<file path="src/rtl/stumps_bist_ctrl.sv">
// rtl/stumps_bist_ctrl.sv - STUMPS self-test sequencer driving LFSR, scan chain and MISR
//
// Purpose:
//   Runs one self-test: seeds the LFSR and clears the MISR, then repeats
//   CHAIN_LEN shift cycles (TC=0) followed by one capture cycle (TC=1) for
//   NUM_PATTERNS patterns. It then flushes the last response into the MISR
//   and compares the signature with GOLDEN_SIG.
//
// Ports:
//   clk          system clock, rising edge
//   rst          asynchronous active-low reset
//   start        run request, honoured in IDLE and DONE
//   abort        cancel run, honoured in every state, beats start
//   sig_in       current MISR signature
//   TC           0 = scan shift, 1 = functional capture
//   lfsr_load    seed the LFSR this cycle
//   misr_clr     clear the MISR this cycle
//   lfsr_en      advance the LFSR this cycle
//   misr_en      compact into the MISR this cycle
//   busy         run in progress (INIT through COMPARE)
//   done         run finished, pass is valid
//   pass         final signature matched GOLDEN_SIG
//   pattern_cnt  captures completed in this run
//
// Timing:
//   The state register moves on the edge that samples start. Every output is
//   a registered decode of that state and the counters, so outputs follow
//   the state by one cycle. With start sampled at edge 0, INIT outputs appear
//   after edge 1 and done rises at edge 2 + NUM_PATTERNS*(CHAIN_LEN+1) +
//   CHAIN_LEN + 1. No input reaches an output without passing a flop.

module stumps_bist_ctrl #(
    parameter int               CHAIN_LEN    = 3,
    parameter int               NUM_PATTERNS = 16,
    parameter int               SIG_W        = 3,
    parameter logic [SIG_W-1:0] GOLDEN_SIG   = '0
) (
    input  logic                              clk,
    input  logic                              rst,
    input  logic                              start,
    input  logic                              abort,
    input  logic [SIG_W-1:0]                  sig_in,
    output logic                              TC,
    output logic                              lfsr_load,
    output logic                              misr_clr,
    output logic                              lfsr_en,
    output logic                              misr_en,
    output logic                              busy,
    output logic                              done,
    output logic                              pass,
    output logic [$clog2(NUM_PATTERNS+1)-1:0] pattern_cnt
);

    localparam int CNT_W = $clog2(NUM_PATTERNS + 1);
    localparam int SC_W  = (CHAIN_LEN > 1) ? $clog2(CHAIN_LEN) : 1;

    localparam logic [SC_W-1:0]  SC_LAST  = SC_W'(CHAIN_LEN - 1);
    localparam logic [CNT_W-1:0] CNT_LAST = CNT_W'(NUM_PATTERNS);

    typedef enum logic [2:0] {
        S_IDLE,
        S_INIT,
        S_SHIFT,
        S_CAPTURE,
        S_FLUSH,
        S_COMPARE,
        S_DONE
    } state_t;

    state_t           state;
    logic [SC_W-1:0]  shift_cnt;
    logic [CNT_W-1:0] cnt;
    logic [CNT_W-1:0] cnt_inc;
    logic             pass_r;

    assign cnt_inc = cnt + CNT_W'(1);

    always_ff @(posedge clk or negedge rst) begin
        if (!rst) begin
            state       <= S_IDLE;
            shift_cnt   <= '0;
            cnt         <= '0;
            pass_r      <= 1'b0;
            TC          <= 1'b0;
            lfsr_load   <= 1'b0;
            misr_clr    <= 1'b0;
            lfsr_en     <= 1'b0;
            misr_en     <= 1'b0;
            busy        <= 1'b0;
            done        <= 1'b0;
            pass        <= 1'b0;
            pattern_cnt <= '0;
        end else begin
            // Output stage: a decode of the state held during the previous cycle
            TC          <= (state == S_CAPTURE);
            lfsr_load   <= (state == S_INIT);
            misr_clr    <= (state == S_INIT);
            lfsr_en     <= (state == S_SHIFT);
            // The first chain fill has no captured response behind it, so
            // compaction starts only after the first capture.
            misr_en     <= ((state == S_SHIFT) && (cnt != '0)) || (state == S_FLUSH);
            busy        <= (state != S_IDLE) && (state != S_DONE);
            done        <= (state == S_DONE);
            pass        <= pass_r;
            pattern_cnt <= cnt;

            // Next-state logic. abort outranks everything. The capture count
            // is kept so the tester can see how far an aborted run got.
            if (abort && (state != S_IDLE)) begin
                state     <= S_IDLE;
                shift_cnt <= '0;
                pass_r    <= 1'b0;
            end else begin
                case (state)
                    S_IDLE: begin
                        if (start) begin
                            state  <= S_INIT;
                            pass_r <= 1'b0;
                        end
                    end
                    S_INIT: begin
                        cnt       <= '0;
                        shift_cnt <= '0;
                        pass_r    <= 1'b0;
                        state     <= S_SHIFT;
                    end
                    S_SHIFT: begin
                        if (shift_cnt == SC_LAST) begin
                            shift_cnt <= '0;
                            state     <= S_CAPTURE;
                        end else begin
                            shift_cnt <= shift_cnt + SC_W'(1);
                        end
                    end
                    S_CAPTURE: begin
                        cnt <= cnt_inc;
                        if (cnt_inc == CNT_LAST) begin
                            state <= S_FLUSH;
                        end else begin
                            state <= S_SHIFT;
                        end
                    end
                    S_FLUSH: begin
                        // The flush reuses the shift counter to clock the last
                        // response out of the chain.
                        if (shift_cnt == SC_LAST) begin
                            shift_cnt <= '0;
                            state     <= S_COMPARE;
                        end else begin
                            shift_cnt <= shift_cnt + SC_W'(1);
                        end
                    end
                    S_COMPARE: begin
                        pass_r <= (sig_in == GOLDEN_SIG);
                        state  <= S_DONE;
                    end
                    S_DONE: begin
                        if (start) begin
                            state  <= S_INIT;
                            pass_r <= 1'b0;
                        end
                    end
                    default: begin
                        state <= S_IDLE;
                    end
                endcase
            end
        end
    end

endmodule

</file>
<file path="config.mk">
export PLATFORM = sky130hd
export DESIGN_NAME = stumps_bist_ctrl
export DESIGN_NICKNAME = d
export VERILOG_FILES = /design/src/rtl/stumps_bist_ctrl.sv
export SDC_FILE = /design/constraint.sdc
export NUM_CORES = 1
export LEC_CHECK = 0
export ABC_AREA = 1
export CAP_MARGIN = 30
export CORE_MARGIN = 2
export CORE_UTILIZATION = 53
export CTS_CLUSTER_SIZE = 20
export DETAILED_ROUTE_END_ITERATION = 16
export PLACE_DENSITY_LB_ADDON = 0.3
export RECOVER_POWER = 25
export SETUP_SLACK_MARGIN = 0.5
export SLEW_MARGIN = 10
export SYNTH_ARGS = -nofsm -noshare
export SYNTH_HDL_FRONTEND = slang
export SYNTH_SLANG_ARGS = --single-unit
export TNS_END_PERCENT = 5
</file>
<file path="constraint.sdc">
create_clock -name clk -period 3.1 [get_ports clk]
set_clock_uncertainty 0.05 [all_clocks]
set_input_delay 0.93 -clock clk [delete_from_list [all_inputs] [get_ports clk]]
set_output_delay 0.93 -clock clk [all_outputs]
set_load 0.01 [all_outputs]
</file>
==> impl_metrics.json, run 1 <==
{
  "grt_first_pass_wirelength_um": 3260,
  "post_synth_inst_count": 119,
  "mappedNetlistNets": 128,
  "syn_to_final_growth_pct": 20.4,
  "ys_types": 20,
  "met3_length_um": 80,
  "synth_most_common_cell": "sky130_fd_sc_hd__nand2_1",
  "power_switching_share": 0.374,
  "setup_total_negative_slack_ns": 0,
  "number_of_buffers_created_by_cts": 3,
  "dr.max_layer_used": "met4",
  "route.vias.total": 824,
  "synthTopCellsByCount": "sky130_fd_sc_hd__nand2_1, sky130_fd_sc_hd__dfrtp_1, sky130_fd_sc_hd__inv_1, sky130_fd_sc_hd__nand3_1, sky130_fd_sc_hd__o21ai_0",
  "rsz0062_at_grt": "no",
  "gp_congestion": 0.761,
  "drt_iter0_markers": 22,
  "yosys_top_cell_by_area": "sky130_fd_sc_hd__dfrtp_1",
  "htreeDepth": 1,
  "final_hold_viol_count": 0,
  "firstDrtPassIters": 4,
  "reported_max_cap_violation_count": 0,
  "final_max_slew_viol_count": 0,
  "fp.dieH_um": 48.4,
  "timing_worst_slew_pin_value_ns": 1.15,
  "total_leakage_power_uw": 0.000643,
  "dpl_ws_ns": 0.902,
  "crit_buf_inv": 1,
  "post-cts-setup-buffer-count": 0,
  "p_int_uw": 581,
  "cp_cell_sequence": "clkdlybuf4s50_1",
  "crit_path_end_kind": "output pin",
  "met2_wire_length_um": 923,
  "worst_hold_path_type": "flop to flop",
  "yosys_register_bits": 23,
  "type_of_the_worst_setup_path": "flop to output pin",
  "synth_top_flop_cell": "sky130_fd_sc_hd__dfrtp_1",
  "critical-path-max-stage-delay_ns": 0.54,
  "pwr-share-clk": 0.145,
  "drive_gt1_frac": 0.0576,
  "timing.final.ws_setup_ns": 0.911,
  "synth-seq-area-share": 0.551,
  "report.final.setup_viol": 0,
  "outcome": "finished clean",
  "syn_area_cell_sq_um": 8.78,
  "critical_path.max_fanout": 1,
  "wl_per_cell_um": 11.1,
  "synth_top_area_frac": 0.551,
  "floorplan.initialDensity": 0.549,
  "std_cell_rows": 16,
  "num-nets-final": 149,
  "dpl_cell_area_sq_um": 1240,
  "design.core.area_sq_um": 1900,
  "max-slew-margin-rel": 0.232,
  "max-vdd-ir-drop_mv": 0.384,
  "power.density_cell_area_nw_per_um2": 738,
  "hold_buffers_post_cts": 0,
  "p_seq_frac": 0.460,
  "dieArea_sq_um": 2340,
  "slowest_cp_cell": "sky130_fd_sc_hd__clkdlybuf4s50_1",
  "worstPathRequired_ns": 2.12,
  "cp.arrival_ns": 1.21,
  "power.share.combinational": 0.395,
  "grt.total_usage": 0.178,
  "filler_cell_count_in_the_final_layout": 157,
  "critical_path.top_delay_family": "buffers and inverters",
  "synth_warnings": 0,
  "clkSlewWorstSetupHoldPaths_ns": 0.12,
  "insertion_delay_ns": 0.31,
  "total_switching_power_uw": 347,
  "grt_start_max_net_pins": 24,
  "routed_via_density": 4.96,
  "floorplan.io_pins": 20,
  "n_antenna_cell": 0,
  "post_cts_resized": 0,
  "drt_wl_total_um": 1850,
  "final_area_sq_um": 1260,
  "initial_antenna_violation_count": 0,
  "grt_pass1_vias": 800,
  "drc": 0,
  "period_utilization_post_route": 0.706,
  "start_kind": "flop",
  "port-buffer-count": 19,
  "detailed_place_hpwl_um": 1460,
  "root_buffer": "sky130_fd_sc_hd__clkbuf_4",
  "post-layout-total-power_uw": 928,
  "antenna_left": 0,
  "clock_sink_count": 23,
  "cell_types_occupying_the_most_area_after_synthesis": "sky130_fd_sc_hd__dfrtp_1, sky130_fd_sc_hd__nand2_1, sky130_fd_sc_hd__nand3_1",
  "final.hold.worst_slack_ns": 0.354,
  "number_of_synthesized_flops_with_an_enable_pin": 0,
  "syn_area_sq_um": 1040,
  "wl_met1_um": 830,
  "cts_tree": "built",
  "cts.path.max_buffers": 2,
  "die_w_um": 48.4,
  "max_freq_mhz": 457,
  "layout_min_cycle_time_ns": 2.19,
  "globalRouteOverflowTotal": 0,
  "reg2reg_setup_slack_ns": 1.57,
  "synth_async_sr_flop_share": 1.00
}
[power groups by stage]
stage               Combinational, uW  Sequential (uW)  Clock, uW
floorplan                         234              438          0
global placement                  361              430          0
detailed placement                373              435          0
CTS                               375              428        138
global route                      411              438        146
finish                            366              427        134
[worst paths after layout]
| kind | start | endpoint | cells after the start |
|---|---|---|---|
| setup reg to reg | state[1] | state[2] | 9 |
| max in group asynchronous | rst | shift_cnt[0] | 2 |
| hold / removal | pass_r | pass | 0 |
| hold reg to reg | pass_r | pass | 0 |
| min in group asynchronous | rst | pattern_cnt[0] | 2 |
| setup / recovery | pattern_cnt[3] | pattern_cnt[3] | 1 |
[sequential cells by signal, summed over array words and instances, names as in the netlist]
name	cells
cnt	5
pattern_cnt	5
state	3
shift_cnt	2
TC	1
busy	1
done	1
lfsr_en	1
misr_clr	1
misr_en	1
pass	1
pass_r	1
[cell usage in the layout (no fill, tap or decap), drive strengths merged]
master / n
nor4: 1
o22ai: 1
o21ai: 9
nand2: 38
clkdlybuf4s50: 18
nand3: 12
nor3: 2
dlygate4sd3: 1
clkinv: 1
nor2: 7
xnor2: 1
ha: 2
dfrtp: 23
nand4: 4
inv: 15
clkbuf: 4
[metal layers]
metal,global-route usage,vias up
li1,-,416
met2,0.313,26
met1,0.217,380
met4,0.0714,0
met3,0.0340,2
met5,0,-
[cell type report]
class,count,area [sq um],area share
Sequential cell,23,576,0.458
Clock inverter,1,5.00,0.00398
Tap cell,27,33.8,0.0269
Timing Repair Buffer,20,194,0.154
Clock buffer,3,22.5,0.0179
Inverter,15,56.3,0.0448
Multi-Input combinational cell,77,370,0.295
[kinds of logic (layout without fill, tap and decap cells)]
group,after synthesis,in the layout,share of synthesized area
and+or+nand+nor,64,64,0.280
buffers and inverters,19,39,0.0874
DFF,23,23,0.551
adders and majority gates,2,2,0.0239
AOI/OAI and AO/OA,10,10,0.0491
xor gates and xnor gates,1,1,0.00838
[per-stage QoR]
| stage | util | instances |
|---|---|---|
| after global routing | 0.661 | 166 |
| after floorplan | - | 119 |
| after global placement | 0.653 | 162 |
| final | 0.661 | 166 |
| after detailed placement | 0.653 | 162 |
| after CTS | 0.667 | 166 |
Power figures use the tool's default switching activity.
==> run 2, diff against run 1 <==
Settings changed: CORE_UTILIZATION 53 to 45.
Clock period 3.1 ns to 1.85 ns, I/O delays scaled along.
==> run 2 against run 1 <==
Die area is 16% higher. Sequential share of layout area is 0.99 points higher. Via count is 3.8% higher. Critical path type unchanged. Largest power group unchanged.
==> impl_metrics.json, run 2 (synthesis results as in run 1) <==
{
  "outcome": "finished clean",
  "layout_min_cycle_time_ns": 1.43,
  "total_leakage_power_uw": 0.000681,
  "layoutNonFillerInstCount": 171,
  "drt_iter0_markers": 8,
  "number_of_buffers_created_by_cts": 3,
  "grt.total_usage": 0.142,
  "hold_buffers_post_cts": 0,
  "wl_per_cell_um": 10.5,
  "num-nets-final": 153,
  "dieArea_sq_um": 2720,
  "start_kind": "flop",
  "root_buffer": "sky130_fd_sc_hd__clkbuf_4",
  "period_utilization_post_route": 0.773,
  "grt_pass1_vias": 689,
  "gp_congestion": 0.766,
  "reported_max_cap_violation_count": 0,
  "cp.arrival_ns": 0.83,
  "critical_path.top_delay_family": "flip-flops",
  "critical_path.max_fanout": 2,
  "die_w_um": 52.2,
  "largestRegisters": "cnt x5, pattern_cnt x5, state x3",
  "syn_to_final_growth_pct": 18.3,
  "slowest_cp_cell": "sky130_fd_sc_hd__dfrtp_1",
  "cp_cell_sequence": "buf_2",
  "sequential_cell_area_sq_um": 578,
  "drc": 0,
  "floorplan.io_pins": 20,
  "htreeDepth": 1,
  "drive_gt1_frac": 0.217,
  "fp.dieH_um": 52.2,
  "final_max_slew_viol_count": 0,
  "clkSlewWorstSetupHoldPaths_ns": 0.11,
  "firstDrtPassIters": 4,
  "grt_start_max_net_pins": 24,
  "routed_via_density": 5.00,
  "design.core.area_sq_um": 2210,
  "antenna_left": 0,
  "globalRouteOverflowTotal": 0,
  "area_of_the_multi_input_gates_sq_um": 380,
  "floorplan.initialDensity": 0.472,
  "dpl.cell_count": 164,
  "max-vdd-ir-drop_mv": 0.626,
  "layout_commonest_cell": "sky130_fd_sc_hd__nand2_1",
  "max-slew-margin-rel": 0.645,
  "setup_total_negative_slack_ns": 0,
  "grt_first_pass_wirelength_um": 2790,
  "route.vias.total": 855,
  "report.final.setup_viol": 0,
  "clock_sink_count": 23,
  "type_of_the_worst_setup_path": "flop to output pin",
  "crit_path_end_kind": "output pin",
  "power.density_cell_area_nw_per_um2": 1250,
  "detailed_place_hpwl_um": 1350,
  "worst_hold_path_type": "flop to flop",
  "initial_antenna_violation_count": 0,
  "worstPathRequired_ns": 1.24,
  "final_hold_viol_count": 0,
  "filler_cell_count_in_the_final_layout": 203,
  "cts_tree": "built",
  "timing_worst_slew_pin_value_ns": 0.533,
  "std_cell_rows": 17,
  "cts.path.max_buffers": 2,
  "port-buffer-count": 19,
  "n_antenna_cell": 0,
  "final_cell_mix": "sky130_fd_sc_hd__nand2_1, sky130_fd_sc_hd__dfrtp_1, sky130_fd_sc_hd__buf_2",
  "insertion_delay_ns": 0.31,
  "critical-path-max-stage-delay_ns": 0.39,
  "drt_wl_total_um": 1790,
  "crit_buf_inv": 1,
  "rsz0062_at_grt": "yes",
  "max_freq_mhz": 699
}
==> run 2: cell count changes in the layout (fill, tap and decap cells not counted), sizes merged <==
cell and delta:
clkbuf +1, clkinv -1, buf +17, clkdlybuf4s50 -13
==> run 2: layer usage <==
layer	track usage	vias up	part of all wire
met5	0	-	0
met4	0.107	0	0.025
met3	0.0286	5	0.051
met2	0.217	21	0.46
met1	0.177	401	0.46
li1	-	428	-
==> run 2: worst reg2reg max path: stages, from the launching register on <==
cell,delay [ns]
sky130_fd_sc_hd__dfrtp_2,0.47
sky130_fd_sc_hd__nor2_1,0.17
sky130_fd_sc_hd__nand2_1,0.13
sky130_fd_sc_hd__nand2_1,0.12
sky130_fd_sc_hd__nand2_1,0.07
sky130_fd_sc_hd__nand4_1,0.12
sky130_fd_sc_hd__inv_1,0.06
sky130_fd_sc_hd__nand2_1,0.05
sky130_fd_sc_hd__nand2_1,0.04
==> run 2: cell type report <==
type	instances	area share
clock buffer	4	0.0213
inverter	15	0.0455
multi-input combinational	77	0.308
sequential	23	0.468
tap	28	0.0283
timing repair buffer	24	0.130
==> run 2: what timing repair did <==
item | CTS | global route
gates resized for setup | 52 | 3
setup endpoints to repair | 19 | 23
buffers inserted | 0 | 3
pin swaps | 0 | 0
==> run 2: per-stage QoR <==
stage	setup slack, ns	hold slack [ns]	power (uW)	utilization	instance area (sq um)
floorplan	0.592	0.209	1130	-	1040
global placement	0.116	0.317	1340	0.565	1250
detailed placement	0.118	0.321	1360	0.565	1250
CTS	0.415	0.349	1500	0.548	1210
global route	0.350	0.373	1680	0.559	1240
finish	0.420	0.347	1540	0.559	1240
==> run 2: path summary, 6_finish.rpt <==
| path | start | slack [ns] | cells past startpoint | endpoint |
|---|---|---|---|---|
| setup / recovery | misr_clr | 0.42 | 1 | misr_clr |
| hold / removal | pass_r | 0.35 | 0 | pass |
| setup reg to reg | state[1] | 0.48 | 8 | state[2] |
| hold reg to reg | pass_r | 0.35 | 0 | pass |
| max in group asynchronous | rst | 0.68 | 2 | state[2] |
| min in group asynchronous | rst | 0.69 | 2 | cnt[1] |
==> run 2: report_power, final <==
group / leakage, uW / switching [uW] / internal (uW)
Sequential: 0.000308 / 83.5 / 624
Combinational: 0.000358 / 366 / 245
Clock: 0.0000150 / 140 / 84.2
Total: 0.000681 / 589 / 954
